--- src/rtl/beamformer_pkg.sv ---
// Shared definitions for the beamformer input path: widths, slice encoding
// and the write-side packer state type.
package beamformer_pkg;

  localparam int SAMPLE_W = 12;
  localparam int SLOT_W   = 31;
  localparam int SLICES   = 3;
  localparam int ADDR_W   = 11;
  localparam int WORD_W   = SLICES * SLOT_W;
  localparam int LEN_W    = 12;
  localparam int MAX_LEN  = 1 << ADDR_W;

  // Same numbering is used by the read-side slicing logic, keep it stable.
  typedef enum logic [1:0] {
    SLICE_IDLE = 2'd0,
    SLICE_1    = 2'd1,
    SLICE_2    = 2'd2,
    SLICE_3    = 2'd3
  } slice_t;

  typedef enum logic [1:0] {
    PK_IDLE  = 2'd0,
    PK_FILL  = 2'd1,
    PK_WRITE = 2'd2,
    PK_DONE  = 2'd3
  } packer_state_t;

  function automatic logic [LEN_W-1:0] clamp_len(input logic [LEN_W-1:0] len);
    if (len > LEN_W'(MAX_LEN)) begin
      return LEN_W'(MAX_LEN);
    end
    return len;
  endfunction

endpackage

--- src/rtl/bram_sample_packer_if.sv ---
// Sample stream in and RAM write port out of the packer, bundled together.
interface bram_sample_packer_if;
  import beamformer_pkg::*;

  logic [SAMPLE_W-1:0] in_sample;
  logic                in_valid;
  logic                in_ready;
  logic [ADDR_W-1:0]   wr_address;
  logic [WORD_W-1:0]   wr_data;
  logic                wr_en;

  modport slave (
    input  in_sample,
    input  in_valid,
    output in_ready,
    output wr_address,
    output wr_data,
    output wr_en
  );

  modport master (
    output in_sample,
    output in_valid,
    input  in_ready,
    input  wr_address,
    input  wr_data,
    input  wr_en
  );

endinterface

--- src/rtl/bram_sample_packer_slot_packer.sv ---
// Three zero-extended slot registers forming one RAM word, slot 1 in the
// least significant position.
module slot_packer
  import beamformer_pkg::*;
(
  input  logic                clk,
  input  logic                rst_n,
  input  logic                clear,
  input  logic                load,
  input  slice_t              sel,
  input  logic [SAMPLE_W-1:0] sample,
  output logic [WORD_W-1:0]   word
);

  logic [SLOT_W-1:0] slot_q [SLICES];
  logic [SLOT_W-1:0] sample_ext;

  assign sample_ext = {{(SLOT_W-SAMPLE_W){1'b0}}, sample};

  always_ff @(posedge clk) begin
    if (!rst_n || clear) begin
      for (int k = 0; k < SLICES; k++) begin
        slot_q[k] <= '0;
      end
    end else if (load) begin
      case (sel)
        SLICE_1: slot_q[0] <= sample_ext;
        SLICE_2: slot_q[1] <= sample_ext;
        SLICE_3: slot_q[2] <= sample_ext;
        default: ;
      endcase
    end
  end

  always_comb begin
    word = '0;
    for (int k = 0; k < SLICES; k++) begin
      word[k*SLOT_W +: SLOT_W] = slot_q[k];
    end
  end

endmodule

--- src/rtl/bram_sample_packer.sv ---
// Write-side front end of the beamformer signal RAM: packs sample triples
// into 93-bit words and writes a frame of them to consecutive addresses.
module bram_sample_packer
  import beamformer_pkg::*;
(
  input  logic               clk,
  input  logic               rst_n,
  input  logic               capture_start,
  input  logic [LEN_W-1:0]   frame_len,
  bram_sample_packer_if.slave bus,
  output logic               busy,
  output logic               frame_done,
  output logic [LEN_W-1:0]   words_written
);

  packer_state_t     state_q, state_d;
  slice_t            slot_q;
  logic [LEN_W-1:0]  len_q;
  logic [LEN_W-1:0]  words_q;
  logic [ADDR_W-1:0] addr_q;
  logic [WORD_W-1:0] word;

  logic in_ready;
  logic wr_en;
  logic done;
  logic frame_start;
  logic accept;
  logic last_word;

  assign accept    = bus.in_valid && in_ready;
  assign last_word = (words_q + LEN_W'(1)) == len_q;

  always_ff @(posedge clk) begin
    if (!rst_n) begin
      state_q <= PK_IDLE;
    end else begin
      state_q <= state_d;
    end
  end

  always_comb begin
    state_d     = state_q;
    in_ready    = 1'b0;
    wr_en       = 1'b0;
    done        = 1'b0;
    frame_start = 1'b0;
    case (state_q)
      PK_IDLE: begin
        if (capture_start && frame_len != '0) begin
          frame_start = 1'b1;
          state_d     = PK_FILL;
        end
      end
      PK_FILL: begin
        in_ready = 1'b1;
        if (accept && slot_q == SLICE_3) begin
          state_d = PK_WRITE;
        end
      end
      PK_WRITE: begin
        wr_en   = 1'b1;
        state_d = last_word ? PK_DONE : PK_FILL;
      end
      PK_DONE: begin
        done    = 1'b1;
        state_d = PK_IDLE;
      end
      default: state_d = PK_IDLE;
    endcase
  end

  // Address saturates at the top of the RAM so a full-depth frame never wraps.
  always_ff @(posedge clk) begin
    if (!rst_n) begin
      len_q   <= '0;
      words_q <= '0;
      addr_q  <= '0;
      slot_q  <= SLICE_IDLE;
    end else if (frame_start) begin
      len_q   <= clamp_len(frame_len);
      words_q <= '0;
      addr_q  <= '0;
      slot_q  <= SLICE_1;
    end else if (state_q == PK_FILL && accept) begin
      case (slot_q)
        SLICE_1: slot_q <= SLICE_2;
        SLICE_2: slot_q <= SLICE_3;
        default: slot_q <= SLICE_IDLE;
      endcase
    end else if (state_q == PK_WRITE) begin
      words_q <= words_q + LEN_W'(1);
      if (addr_q != {ADDR_W{1'b1}}) begin
        addr_q <= addr_q + ADDR_W'(1);
      end
      slot_q <= last_word ? SLICE_IDLE : SLICE_1;
    end
  end

  slot_packer u_slot_packer (
    .clk    (clk),
    .rst_n  (rst_n),
    .clear  (frame_start),
    .load   (state_q == PK_FILL && accept),
    .sel    (slot_q),
    .sample (bus.in_sample),
    .word   (word)
  );

  assign bus.in_ready   = in_ready;
  assign bus.wr_en      = wr_en;
  assign bus.wr_address = addr_q;
  assign bus.wr_data    = word;
  assign busy           = state_q != PK_IDLE;
  assign frame_done     = done;
  assign words_written  = words_q;

endmodule

--- src/flat_wrapper.sv ---
// flat-port wrapper written by rule: the top's interface ports become plain ports
module bram_sample_packer_flat import beamformer_pkg::*;
  (clk, rst_n, capture_start, frame_len, busy, frame_done, words_written, bus_in_sample, bus_in_valid, bus_in_ready, bus_wr_address, bus_wr_data, bus_wr_en);
  bram_sample_packer_if bus_i ();
  input  logic clk;
  input  logic rst_n;
  input  logic capture_start;
  input  logic [LEN_W-1:0] frame_len;
  output logic busy;
  output logic frame_done;
  output logic [LEN_W-1:0] words_written;
  input wire logic [$bits(bus_i.in_sample)-1:0] bus_in_sample;
  input wire logic [$bits(bus_i.in_valid)-1:0] bus_in_valid;
  output wire logic [$bits(bus_i.in_ready)-1:0] bus_in_ready;
  output wire logic [$bits(bus_i.wr_address)-1:0] bus_wr_address;
  output wire logic [$bits(bus_i.wr_data)-1:0] bus_wr_data;
  output wire logic [$bits(bus_i.wr_en)-1:0] bus_wr_en;
  assign bus_i.in_sample = bus_in_sample;
  assign bus_i.in_valid = bus_in_valid;
  assign bus_in_ready = bus_i.in_ready;
  assign bus_wr_address = bus_i.wr_address;
  assign bus_wr_data = bus_i.wr_data;
  assign bus_wr_en = bus_i.wr_en;
  bram_sample_packer u_core (.clk(clk), .rst_n(rst_n), .capture_start(capture_start), .frame_len(frame_len), .bus(bus_i), .busy(busy), .frame_done(frame_done), .words_written(words_written));
endmodule
--- config.mk ---
export PLATFORM = sky130hd
export DESIGN_NAME = bram_sample_packer_flat
export DESIGN_NICKNAME = d
export VERILOG_FILES = /design/src/rtl/beamformer_pkg.sv /design/src/rtl/bram_sample_packer_if.sv /design/src/rtl/bram_sample_packer_slot_packer.sv /design/src/rtl/bram_sample_packer.sv /design/src/flat_wrapper.sv
export SDC_FILE = /design/constraint.sdc
export NUM_CORES = 1
export LEC_CHECK = 0
export BUFFER_PORTS_ARGS = -buffer_cell sky130_fd_sc_hd__buf_2
export CORE_MARGIN = 2
export CORE_UTILIZATION = 48
export CTS_BUF_LIST = sky130_fd_sc_hd__clkbuf_8
export CTS_CLUSTER_DIAMETER = 120
export CTS_CLUSTER_SIZE = 30
export DETAILED_ROUTE_END_ITERATION = 12
export MAX_ROUTING_LAYER = met4
export PLACE_DENSITY = 0.75
export SLEW_MARGIN = 5
export SYNTH_ARGS = -nofsm -noshare
export SYNTH_HDL_FRONTEND = slang
export SYNTH_SLANG_ARGS = --single-unit
export TNS_END_PERCENT = 20
--- constraint.sdc ---
create_clock -name clk -period 5.1 [get_ports clk]
set_clock_uncertainty 0.1 [all_clocks]
set_input_delay 0.255 -clock clk [delete_from_list [all_inputs] [get_ports clk]]
set_output_delay 0.255 -clock clk [all_outputs]
set_load 0.02 [all_outputs]
# == Yosys cells after proc, flatten, opt, wreduce, memory -nomap -nowiden ==
# Memories as Yosys holds them, arrays and structs flattened.
# Index checks and enable logic that the tools add are counted.
# Widths: inputs -> output; s select.
# op_classes
addsub,2
n_lt_le_gt_ge,1
n_eq_ne,10
n_mux,36
bitwise_logic,5
n_reduce_logical,15
# op_table
operator,count
$mux 12,5
$mux 1,24
$add 12x1->12 const B,1
$eq 12x12->1,1
$gt 12x12->1 const B,1
$reduce_bool 12->1,1
$add 11x1->11 const B,1
$ne 11x11->1 const B,1
$mux 2,5
$eq 2x2->1 const B,4
$pmux 2 s4,1
$eq 2x1->1 const B,2
$logic_and 1x1->1,4
$ne 2x1->1 const B,2
$pmux 2 s2,1
$reduce_and 2->1,2
$reduce_bool 2->1,2
$or 1x1->1,3
$reduce_and 3->1,1
$reduce_bool 3->1,1
$logic_not 2->1,1
$not 1->1,2
$reduce_or 2->1,1
$logic_not 1->1,1
$logic_or 1x1->1,1
# totals
regBits,39
ram_bits,36
inputBits,28
output_inout_bits,120
wordCells,76
n_memories,1
# memory_table
memory,words,width,read_ports,rd_clocked_by_memory_dff,wr,line_no,source
u_core.u_slot_packer.slot_q,3,12,3,0,3,bram_sample_packer_slot_packer.sv:15,logic [SLOT_W-1:0] slot_q [SLICES];

# == Depth between registers and ports, before layout ==
# Gate-level depths: netlist of run 1.
# depth
ltp_word,8
ltp_mapped,7

# == By module ==
# From an unflattened synthesis of run 1, not the netlist that was laid out.
# hier_totals
hier_cells,369
hier_area_um2,3758.6
# modules_own_cells
module,n_inst,cells_each,area_each_um2,seq_area_each_um2
bram_sample_packer,1,253,2107.0,780.7
slot_packer,1,116,1651.6,1081.0

# == Worst setup path after synthesis of run 1 ==
# No wires, ideal clock.
# synth_path
kind,flip-flop to flip-flop
start,"reg u_core.words_q[0], in the netlist u_core.words_written[0]"
end,reg u_core.slot_q[0]
arrival_time_ns,2.167
slack_ns,2.716
path_stages_with_launch,8
path_buffers,0
period_less_slack_ns,2.384
path_cell_list,dfxtp_1 > ha_1 > nand3_2 > nor3_1 > xnor2_1 > o221ai_1 > or4_1 > a41o_1
# synth_via
elab_chain_len,6
# synth_lines
item,line_no,source
"start, declared",bram_sample_packer.sv:19,logic [LEN_W-1:0] words_q;
"start signal, assigned",bram_sample_packer.sv:91,words_q <= words_q + LEN_W'(1);
$add 12x1->12,bram_sample_packer.sv:31,assign last_word = (words_q + LEN_W'(1)) == len_q;
$eq 12x12->1,bram_sample_packer.sv:31,
$mux 1,bram_sample_packer.sv:95,slot_q <= last_word ? SLICE_IDLE : SLICE_1;
$mux 2,bram_sample_packer.sv:90,end else if (state_q == PK_WRITE) begin
$mux 2,bram_sample_packer.sv:84,end else if (state_q == PK_FILL && accept) begin
$mux 1,bram_sample_packer.sv:79,end else if (frame_start) begin
"end signal, assigned",bram_sample_packer.sv:95,
"end, declared",bram_sample_packer.sv:17,slice_t slot_q;
# No other way between the ends. The select of a mux whose other input is x is not followed.
# A chain may end at the register's enable or synchronous reset.

# == Final worst setup path of run 1 ==
# Ends and elaborated chain as after synthesis.

==> reports/metrics.csv, run 1 <==
stage,metric,value,unit
logic_synthesis,ys.warnings.count,0,
logic_synthesis,synthMuxAreaShare,0,
route,viasPerCell,4.777,
critical_path,max_stage_delay,0.55,ns
logic_synthesis,netlist_instances,353,
critical_path,path_delay_family,simple AND/OR/NAND/NOR gates,
place,dp_hpwl,5.488,mm
final_layout,register_area,0.001862,mm²
place,port_buffers,90,
final_layout,stdcell_area,0.004185,mm²
run,max_cap_viol_count,0,
power_and_ir_drop,vdd_drop_max,191.9,µV
cts,cts-resized-gates,0,
route,totalWireLength,7.200,mm
logic_synthesis,ys_ff_latch,75,
cts,clkSlewWorstSetupHoldPaths,0.08,ns
logic_synthesis,synth_edf_count,36,
critical_path,startpoint,u_core.words_written[0],
final_layout,multi_input_comb_area,0.001503,mm²
cts,holdBufCountCts,0,
floorplan,die_h,91.60,µm
final_layout,nNetsFinal,477,
critical_path,critPathRequiredTime,5.23,ns
hold_path,hold_start,frame_len[6],
critical_path,crit_path_cell_trace,ha_1 -> nand3_2 -> nor3_1 -> xnor2_1 -> o221ai_1 -> or4_1 -> a41o_1,
logic_synthesis,synth_flop_cell,dfxtp_1,
critical_path,path_class,reg2reg,
sta,worst_pin_slew,0.8018,ns
critical_path,worst-path-buf-inv,0,
cts,cts_tree,built,
route,detailroute.via_count,2613,
global_route,antenna_found_initial,0,
critical_path,cp_max_fo,6,
sta,setup_viol,0,
global_route,grt_max_degree,24,
sta,timing.hold.ws,0.03659,ns
sta,rsz0062_at_grt,no,
sta,layout_min_cycle_time,2.506,ns
run_status,status,finished clean,
final_layout,drive_gt1_frac,0.2545,
sta,fin_ws,2.594,ns
final_layout,fillCellCount,645,
logic_synthesis,synth_area,0.003684,mm²
critical_path,timing.reg2reg.setup_slack,2.59,ns
floorplan,placement_rows,31,
place,gp_congestion,0.8861,
cts,cts_buffers,9,
cts,cts_root_buf,clkbuf_8,
cts,cts_sinks,75,
cts,htree_levels,3,
sta,final-max-slew-violation-count,0,
logic_synthesis,syn_avg_cell_area,10.43,µm²
floorplan,pin_count,148,
critical_path,rr_startpoint,u_core.words_written[0],
floorplan,dieArea,0.008391,mm²
route,wl_per_cell,13.16,µm
floorplan,chipWidth,91.60,µm
final_layout,area_delta_synth_final,13.62,%
route,drc,0,
logic_synthesis,ys_seq_area_frac,0.5054,
final_layout,n_antenna_cell,0,
critical_path,critPathArrivalTime,2.64,ns
logic_synthesis,synth_xor_area_frac,0.08560,
logic_synthesis,synth-compound-area-share,0.07405,
global_route,track_usage,0.1753,
logic_synthesis,synth-simple-area-share,0.1698,
hold_path,hold_path.class,in2reg,
hold_path,min_path_cells,2,
global_route,grt_pass1_vias,2379,
logic_synthesis,yosys.area_share.adder,0.02038,
logic_synthesis,synth_top_family_by_area,simple AND/OR/NAND/NOR gates,
sta,fmax,399.0,MHz
critical_path,crit_slowest_cell,or4_1,
place,place_area,0.003969,mm²
global_route,grt_first_pass_wirelength,11.25,mm
logic_synthesis,async_flop_share,0,
cts,post-cts-setup-buffers,0,
floorplan,start_util,0.5025,
cts,clock_path_buffers,2,
route,drtPass1Iterations,4,
power_and_ir_drop,p_leak,1.871,nW
floorplan,coreArea,0.007331,mm²
global_route,gr-total-overflow,0,
route,ant_nets,0,
sta,final_hold_viol_count,0,
cts,clkLatencyLatePin,0.34,ns
sta,slew_headroom,0.4642,
critical_path,r2r_cells,7,
critical_path,setup.worst_path.end_class,register,
logic_synthesis,yosysUniqueCellTypes,49,
critical_path,r2r-end,u_core.slot_q[0],
hold_path,hold_end,u_core.len_q[6],
sta,fin_tns_setup,0,ns
sta,period_share,0.4914,
power_and_ir_drop,power_density,309.4,mW/mm²
critical_path,cp-start-kind,register,
place,post-place-ws,2.327,ns
route,drt_iter0_drc,68,
-- cells in the final DEF (no fill, tap or decap), drive strengths merged, types with 2 or more instances in the layout --
master	n
buf	90
conb	57
dfxtp	39
edfxtp	36
nand2	32
nor2	31
xnor2	20
and2	16
xor2	16
nand3	10
clkbuf	9
a22o	8
inv	7
nor3	7
nand4	7
a21oi	6
ha	6
nor4	4
a21boi	4
o21a	4
o21ai	4
clkinv	4
or2	2
a31oi	2
nor2b	2
or4	2
or3b	2
bufinv	2
clkinvlp	2
and4	2
-- cell usage after synthesis, drive strengths merged (2+ instances only) --
master  instances  area (µm²)
xor2           16       140.1
clkbuf          6       32.53
ha              6       75.07
xnor2          20       175.2
nor4            4       25.02
nor2           31       116.4
nand3          10       55.05
nand4           7       43.79
or3b            2       17.52
or4             2       15.01
buf            61       466.7
nor3            7       35.03
inv             7       26.28
edfxtp         36        1081
dfxtp          39       780.8
a21oi           6       30.03
o21a            4       30.03
and4            2       20.02
o21ai           4       20.01
nand2          32       120.1
a31oi           2       12.51
a22o            8       70.07
a21boi          4       30.03
or2             2       12.51
nor2b           2       12.51
and2           16       100.1
-- per-stage QoR --
stage,total power (W),util,std cells
floorplan,0.0008116,-,409
global placement,0.0008167,0.5414,531
detailed placement,0.0008201,0.5414,531
CTS,0.001304,0.5709,547
global route,0.001343,0.5709,547
finish,0.001295,0.5709,547
-- routing by layer --
layer / part of all wire / vias to the layer above / GRT usage
met1: 0.43 / 1203 / 0.2074
met2: 0.47 / 127 / 0.2849
met4: 0.019 / 0 / 0.06061
met5: 0 / - / -
li1: - / 1272 / -
met3: 0.079 / 11 / 0.05228
-- flip-flops by register name, indices dropped and copies added, names as in the netlist --
signal                       count
u_core.words_written            12
u_core.slot_q                    2
u_core.state_q                   2
u_core.len_q                    12
u_core.u_slot_packer.slot_q     36
u_core.bus.wr_address           11
-- where the power goes --
group	internal [W]	switching, W	total, W
clock	0.000273	0.000215	0.000489
sequential	0.000656	0.0000113	0.000667
combinational	0.0000350	0.000104	0.000139
-- cell type report --
type | count | share of cell area
Sequential cell | 75 | 0.4448
Multi-Input combinational cell | 259 | 0.3590
Timing Repair Buffer | 90 | 0.1076
Clock buffer | 9 | 0.02960
Tap cell | 99 | 0.02960
Clock inverter | 7 | 0.02212
Inverter | 8 | 0.007175
-- kinds of logic after synthesis --
logic type               Yosys count
AO/OA/AOI/OAI                     36
XOR/XNOR                          36
adder cells (fa/ha/maj)            6
buffers and inverters             75
flip-flops                        75
other                              1
AND/OR/NAND/NOR                  124
-- how the worst max path moves through the flow --
stage	slack [ns]	end	cells past startpoint
after CTS	2.58	u_core.slot_q[0]	7
after global placement	2.44	u_core.u_slot_packer.slot_q[0][8]	7
final	2.59	u_core.slot_q[0]	7
after detailed placement	2.33	u_core.u_slot_packer.slot_q[0][10]	7
after global routing	2.40	u_core.slot_q[0]	7
after floorplan	2.72	u_core.slot_q[0]	7
Note: power is estimated with default switching activity, not from simulation.
==> run 2, diff against run 1 <==
- CORE_UTILIZATION: 48 -> 45
- PLACE_DENSITY: 0.75 -> 0.74
- clock period: 5.1 -> 2.1 ns (I/O delays scaled with it)
==> run 2 against run 1 <==
The run now ends with negative setup slack left; die area increased by 6.4%; via count increased by 9.3%; total power increased to 2.6 times the previous value; global-route usage increased by 1.2 points; first-iteration DRC count increased by 110%; critical path depth decreased by 1; critical endpoint unchanged; largest cell class unchanged; highest routed layer unchanged.
==> reports/metrics.csv, run 2 (same netlist as run 1, synthesis figures left out) <==
stage,metric,value,unit,change
run_status,status,"complete, but fails checks",,
run_status,violations,negative setup slack,,
critical_path,cp_max_fo,5,,-1
power_and_ir_drop,vdd_drop_max,347.6,µV,+81%
sta,fin_ws,-0.06263,ns,-2.656 ns
critical_path,critPathArrivalTime,2.31,ns,-0.33 ns
cts,clkSlewWorstSetupHoldPaths,0.08,ns,about the same
route,totalWireLength,8.338,mm,+16%
route,wl_per_cell,13.90,µm,+5.6%
hold_path,hold_start,bus_in_sample[2],,
global_route,top_usage_layer,met2,,
sta,timing.hold.ws,0.002016,ns,-0.03457 ns
sta,fmax,462.4,MHz,+16%
route,detailroute.via_count,2856,,+9.3%
floorplan,placement_rows,32,,+3.2%
power_and_ir_drop,p_leak,2.175,nW,+16%
place,dp_hpwl,5.823,mm,+6.1%
global_route,antenna_found_initial,0,,unchanged
place,gp_congestion,0.9130,,+3.0%
final_layout,stdcell_area,0.004787,mm²,+14%
critical_path,cp-start-kind,register,,
run,max_cap_viol_count,0,,unchanged
cts,cts_sinks,75,,unchanged
route,viasPerCell,4.760,,-0.36%
critical_path,r2r-end,u_core.slot_q[0],,
critical_path,r2r_cells,6,,-1
sta,period_share,1.030,,+0.5384
final_layout,fillCellCount,671,,+4.0%
final_layout,drive_gt1_frac,0.3273,,+0.07284
cts,cts_buffers,9,,unchanged
global_route,grt_max_degree,15,,-38%
critical_path,rr_startpoint,u_core.words_written[6],,
global_route,gr-total-overflow,0,,unchanged
final_layout,largest_register_ffs,36,,unchanged
critical_path,critPathRequiredTime,2.25,ns,-2.98 ns
floorplan,die_h,94.48,µm,+3.1%
sta,final_hold_viol_count,0,,unchanged
hold_path,hold_end,u_core.u_slot_packer.slot_q[0][2],,
sta,layout_min_cycle_time,2.163,ns,-0.3436 ns
floorplan,pin_count,148,,unchanged
power_and_ir_drop,power_density,707.3,mW/mm²,+130%
place,place_area,0.004197,mm²,+5.7%
global_route,track_usage,0.1872,,+0.01187
final_layout,nNetsFinal,527,,+10%
floorplan,dieArea,0.008926,mm²,+6.4%
critical_path,setup.worst_path.end_class,register,,
floorplan,coreArea,0.007848,mm²,+7.0%
cts,cts_root_buf,clkbuf_8,,
global_route,grt_pass1_vias,2592,,+9.0%
hold_path,min_path_cells,2,,unchanged
cts,htree_levels,3,,unchanged
route,drtPass1Iterations,4,,unchanged
floorplan,chipWidth,94.48,µm,+3.1%
route,drc,0,,unchanged
critical_path,timing.reg2reg.setup_slack,-0.06,ns,-2.66 ns
final_layout,register_area,0.001892,mm²,+1.6%
final_layout,n_antenna_cell,0,,unchanged
hold_path,hold_path.class,in2reg,,
cts,cts_tree,built,,
global_route,use_met1,0.2183,,+0.01087
sta,setup_viol,1,,+1
global_route,grt_first_pass_wirelength,12.29,mm,+9.3%
final_layout,area_delta_synth_final,29.96,%,
critical_path,path_class,reg2reg,,
sta,rsz0062_at_grt,yes,,
final_layout,multi_input_comb_area,0.001584,mm²,+5.4%
cts,clock_path_buffers,2,,unchanged
place,post-place-ws,-0.03612,ns,-2.363 ns
route,ant_nets,0,,unchanged
final_layout,top_register,u_core.u_slot_packer.slot_q,,
global_route,use_met3,0.04868,,-0.003599
route,drt_iter0_drc,140,,+110%
final_layout,final_cell_mix,"buf_2 (90), conb_1 (57), edfxtp_1 (36), nand2_1 (32), nor2_1 (30)",,
cts,clkLatencyLatePin,0.35,ns,about the same
floorplan,start_util,0.4694,,-0.03309
global_route,grt_use_met2,0.3119,,+0.02698
sta,final-max-slew-violation-count,0,,unchanged
place,port_buffers,90,,unchanged
final_layout,layout_commonest_cell,buf_2,,
==> run 2: cell count changes in the layout (fill, tap and decap cells not counted), moves of 3 or more <==
| cell | previous run | this run |
|---|---|---|
| dlygate4sd3_1 | 0 | 22 |
| dfxtp_4 | 0 | 7 |
| dfxtp_1 | 39 | 29 |
| dfxtp_2 | 0 | 3 |
| nor3_1 | 7 | 4 |
| buf_4 | 0 | 26 |
==> run 2: worst max-delay path by stage <==
stage,startpoint,to,slack [ns]
2_1_floorplan,u_core.words_written[7],u_core.slot_q[0],0.01
3_3_place_gp,u_core.words_written[0],u_core.slot_q[0],-0.008
3_5_place_dp,u_core.words_written[0],u_core.slot_q[0],-0.04
4_1_cts,u_core.words_written[0],u_core.slot_q[0],0.007
5_1_grt,u_core.words_written[5],u_core.slot_q[0],-0.14
6_report,u_core.words_written[6],u_core.slot_q[0],-0.06
==> run 2: routing by layer <==
layer | vias up | share of wire
met5 | - | 0
met4 | 0 | 0.013
met3 | 10 | 0.066
met2 | 124 | 0.50
met1 | 1345 | 0.42
li1 | 1377 | -
==> run 2: critical path, cell delays in order, from the launching register on <==
cell     delay (ns)
dfxtp_4        0.37
nand4_1        0.25
nor4_4         0.36
xnor2_1        0.16
nand2_1        0.07
or4_4          0.54
a41o_1         0.21
==> run 2: layout make-up <==
type	count	share of cell area
clock buffers	9	0.02588
inverters	8	0.006273
repair buffers	140	0.1892
clock inverters	7	0.02588
multi-input cells	259	0.3309
well taps	102	0.02666
flip-flops and latches	75	0.3952
==> run 2: power breakdown <==
part | internal [W] | total, W | switching (W)
Clock | 0.000799 | 0.00136 | 0.000566
Combinational | 0.000139 | 0.000414 | 0.000275
Sequential | 0.00158 | 0.00161 | 0.0000248
==> run 2: timing repair <==
item	4_1_cts	5_1_grt
setup buffers	0	8
gates cloned	0	0
resized for setup	5	9
hold endpoints to repair	40	0
endpoints found under the setup margin	1	38
pin swaps	6	7
hold buffers	22	0
==> run 2: stage by stage <==
step                  util  total power (W)  setup TNS [ns]  cells
floorplan                -         0.001967               0    409
detailed placement  0.5348         0.002021        -0.03612    554
CTS                 0.5971         0.003397               0    592
global route        0.6100         0.003522         -0.2259    600
global placement    0.5348         0.002016       -0.007715    554
finish              0.6100         0.003386        -0.06263    600
==> run 3, diff against run 2 <==
- CORE_MARGIN: 2 -> default
- REMOVE_ABC_BUFFERS: default -> 1
==> run 3 against run 2 <==
The flow still finishes with violations (negative setup slack); sequential share of layout area grew 0.053 points; worst hold slack better by 0.0054 ns; sequential power hardly changed; total power down 9.8%; count of clock-buffer cells in the layout did not move; core utilization is 0.30 points lower; final area down 0.99%; combinational power shrank 1%; fmax increased by 2.5%.
==> reports/metrics.csv, run 3 (same netlist as run 1, synthesis figures left out) <==
stage,metric,value,unit,change
sta,timing.hold.ws,0.007463,ns,+0.005447 ns
global_route,grt_first_pass_wirelength,12.81,mm,+4.3%
critical_path,rr_startpoint,u_core.words_written[0],,
route,drt_iter0_drc,90,,-36%
final_layout,area_delta_synth_final,28.67,%,
sta,final-max-slew-violation-count,0,,unchanged
cts,clkSlewWorstSetupHoldPaths,0.08,ns,about the same
power_and_ir_drop,power_density,644.2,mW/mm²,-8.9%
global_route,track_usage,0.2003,,+0.01304
cts,clock_path_buffers,2,,unchanged
sta,period_share,1.005,,-0.02473
cts,cts_sinks,75,,unchanged
floorplan,coreArea,0.007807,mm²,-0.51%
power_and_ir_drop,p_seq_frac,0.529,,+0.054
critical_path,critPathArrivalTime,2.24,ns,-0.07 ns
power_and_ir_drop,pwr-share-clk,0.337,,-0.066
final_layout,final_cell_mix,"buf_2 (90), conb_1 (57), edfxtp_1 (36), dfxtp_1 (32), nand2_1 (31)",,
sta,final_hold_viol_count,0,,unchanged
floorplan,placement_rows,32,,unchanged
critical_path,critPathRequiredTime,2.23,ns,-0.02 ns
critical_path,r2r-end,u_core.slot_q[0],,
final_layout,fillCellCount,673,,+0.30%
floorplan,start_util,0.4718,,+0.002407
final_layout,layout_commonest_cell,buf_2,,
critical_path,path_class,reg2reg,,
place,dp_hpwl,5.724,mm,-1.7%
run_status,violations,negative setup slack,,
place,gp_congestion,0.8830,,-3.3%
final_layout,fin_util,0.6071,,-0.002962
floorplan,chipWidth,92.48,µm,-2.1%
global_route,grt_pass1_vias,2655,,+2.4%
final_layout,largest_register_ffs,36,,unchanged
hold_path,hold_start,bus_in_sample[1],,
floorplan,dieArea,0.008552,mm²,-4.2%
final_layout,nNetsFinal,529,,+0.38%
route,drc,0,,unchanged
route,wl_per_cell,13.60,µm,-2.1%
floorplan,pin_count,148,,unchanged
cts,clkLatencyLatePin,0.34,ns,about the same
sta,setup_viol,1,,unchanged
sta,fin_ws,-0.01069,ns,+0.05194 ns
critical_path,setup.worst_path.end_class,register,,
hold_path,hold_path.class,in2reg,,
cts,cts_buffers,9,,unchanged
global_route,antenna_found_initial,0,,unchanged
sta,fmax,473.8,MHz,+2.5%
power_and_ir_drop,switchingPower,0.0007978,W,-7.8%
critical_path,cp_max_fo,5,,unchanged
run_status,status,"complete, but fails checks",,
route,viasPerCell,4.701,,-1.2%
sta,layout_min_cycle_time,2.111,ns,-0.05194 ns
route,ant_nets,0,,unchanged
hold_path,hold_end,u_core.u_slot_packer.slot_q[0][25],,
global_route,grt_max_degree,14,,-1
cts,htree_levels,3,,unchanged
power_and_ir_drop,vdd_drop_max,500.2,µV,+44%
route,detailroute.via_count,2830,,-0.91%
cts,cts_tree,built,,
critical_path,timing.reg2reg.setup_slack,-0.01,ns,+0.05 ns
critical_path,r2r_cells,7,,+1
critical_path,cp-start-kind,register,,
power_and_ir_drop,p_int,0.002255,W,-11%
sta,rsz0062_at_grt,yes,,
floorplan,die_h,92.48,µm,-2.1%
final_layout,drive_gt1_frac,0.3340,,+0.006691
place,port_buffers,90,,unchanged
power_and_ir_drop,swShare,0.2613,,+0.005774
final_layout,n_antenna_cell,0,,unchanged
final_layout,top_register,u_core.u_slot_packer.slot_q,,
cts,cts_root_buf,clkbuf_8,,
route,totalWireLength,8.187,mm,-1.8%
power_and_ir_drop,p_leak,2.152,nW,-1.1%
power_and_ir_drop,combPwrFrac,0.134,,+0.012
hold_path,min_path_cells,2,,unchanged
route,drtPass1Iterations,4,,unchanged
global_route,gr-total-overflow,0,,unchanged
run,max_cap_viol_count,0,,unchanged
[run 3: repair_timing]
item                                   CTS  global route
gates resized for setup                 20            13
setup buffers                            0             0
hold buffers                            16             1
setup endpoints to repair                2            71
endpoints found under the hold margin   26             3
pin swaps                                8             3
[run 3: power groups by stage]
| stage | Combinational (W) | Clock (W) | Sequential [W] |
|---|---|---|---|
| 2_1_floorplan | 0.000174 | 0 | 0.00171 |
| 3_3_place_gp | 0.000364 | 0 | 0.00165 |
| 3_5_place_dp | 0.000368 | 0 | 0.00165 |
| 4_1_cts | 0.000392 | 0.00106 | 0.00162 |
| 5_1_grt | 0.000440 | 0.00113 | 0.00162 |
| 6_report | 0.000409 | 0.00103 | 0.00162 |
[run 3: metal layers]
layer	GRT usage	vias up	routed length [µm]
met5	-	-	0
met4	0.06380	0	108
met3	0.04351	11	514
met2	0.3401	126	4137
met1	0.2365	1315	3427
li1	-	1378	-
[run 3: worst max-delay path: stages, from the launching register on]
cell and delay, ns:
dfxtp_2 0.36, buf_6 0.12, nand3_2 0.11, nor4_2 0.33, xnor2_1 0.15, nand2_1 0.08, or4_4 0.54, a41o_1 0.22
[run 3: cell type report]
type | instances | area [µm²] | share of cell area
flip-flops and latches | 75 | 1876 | 0.3957
repair buffers | 142 | 914.6 | 0.1930
inverters | 8 | 30.03 | 0.006336
clock inverters | 7 | 60.06 | 0.01267
multi-input cells | 259 | 1608 | 0.3392
well taps | 102 | 127.6 | 0.02693
clock buffers | 9 | 123.9 | 0.02614
[run 3: stage by stage]
| stage | power [W] | instances | TNS, ns | area, µm² | setup WS, ns |
|---|---|---|---|---|---|
| after detailed placement | 0.002019 | 570 | -0.1723 | 4255 | -0.1457 |
| after floorplan | 0.001885 | 342 | -0.4772 | 3395 | -0.3017 |
| after CTS | 0.003067 | 601 | 0 | 4669 | 0.003613 |
| after global placement | 0.002012 | 570 | -0.08946 | 4255 | -0.08946 |
| final | 0.003053 | 602 | -0.01069 | 4740 | -0.01069 |
| after global routing | 0.003188 | 602 | -0.1531 | 4740 | -0.1138 |
[run 3: worst max path at each step]
stage / startpoint / endpoint / cells past startpoint
6_report: u_core.words_written[0] / u_core.slot_q[0] / 7
4_1_cts: u_core.words_written[5] / u_core.slot_q[0] / 7
3_3_place_gp: u_core.words_written[0] / u_core.slot_q[0] / 7
5_1_grt: u_core.words_written[1] / u_core.slot_q[0] / 8
3_5_place_dp: u_core.words_written[0] / u_core.slot_q[0] / 7
2_1_floorplan: u_core.words_written[0] / u_core.slot_q[0] / 7
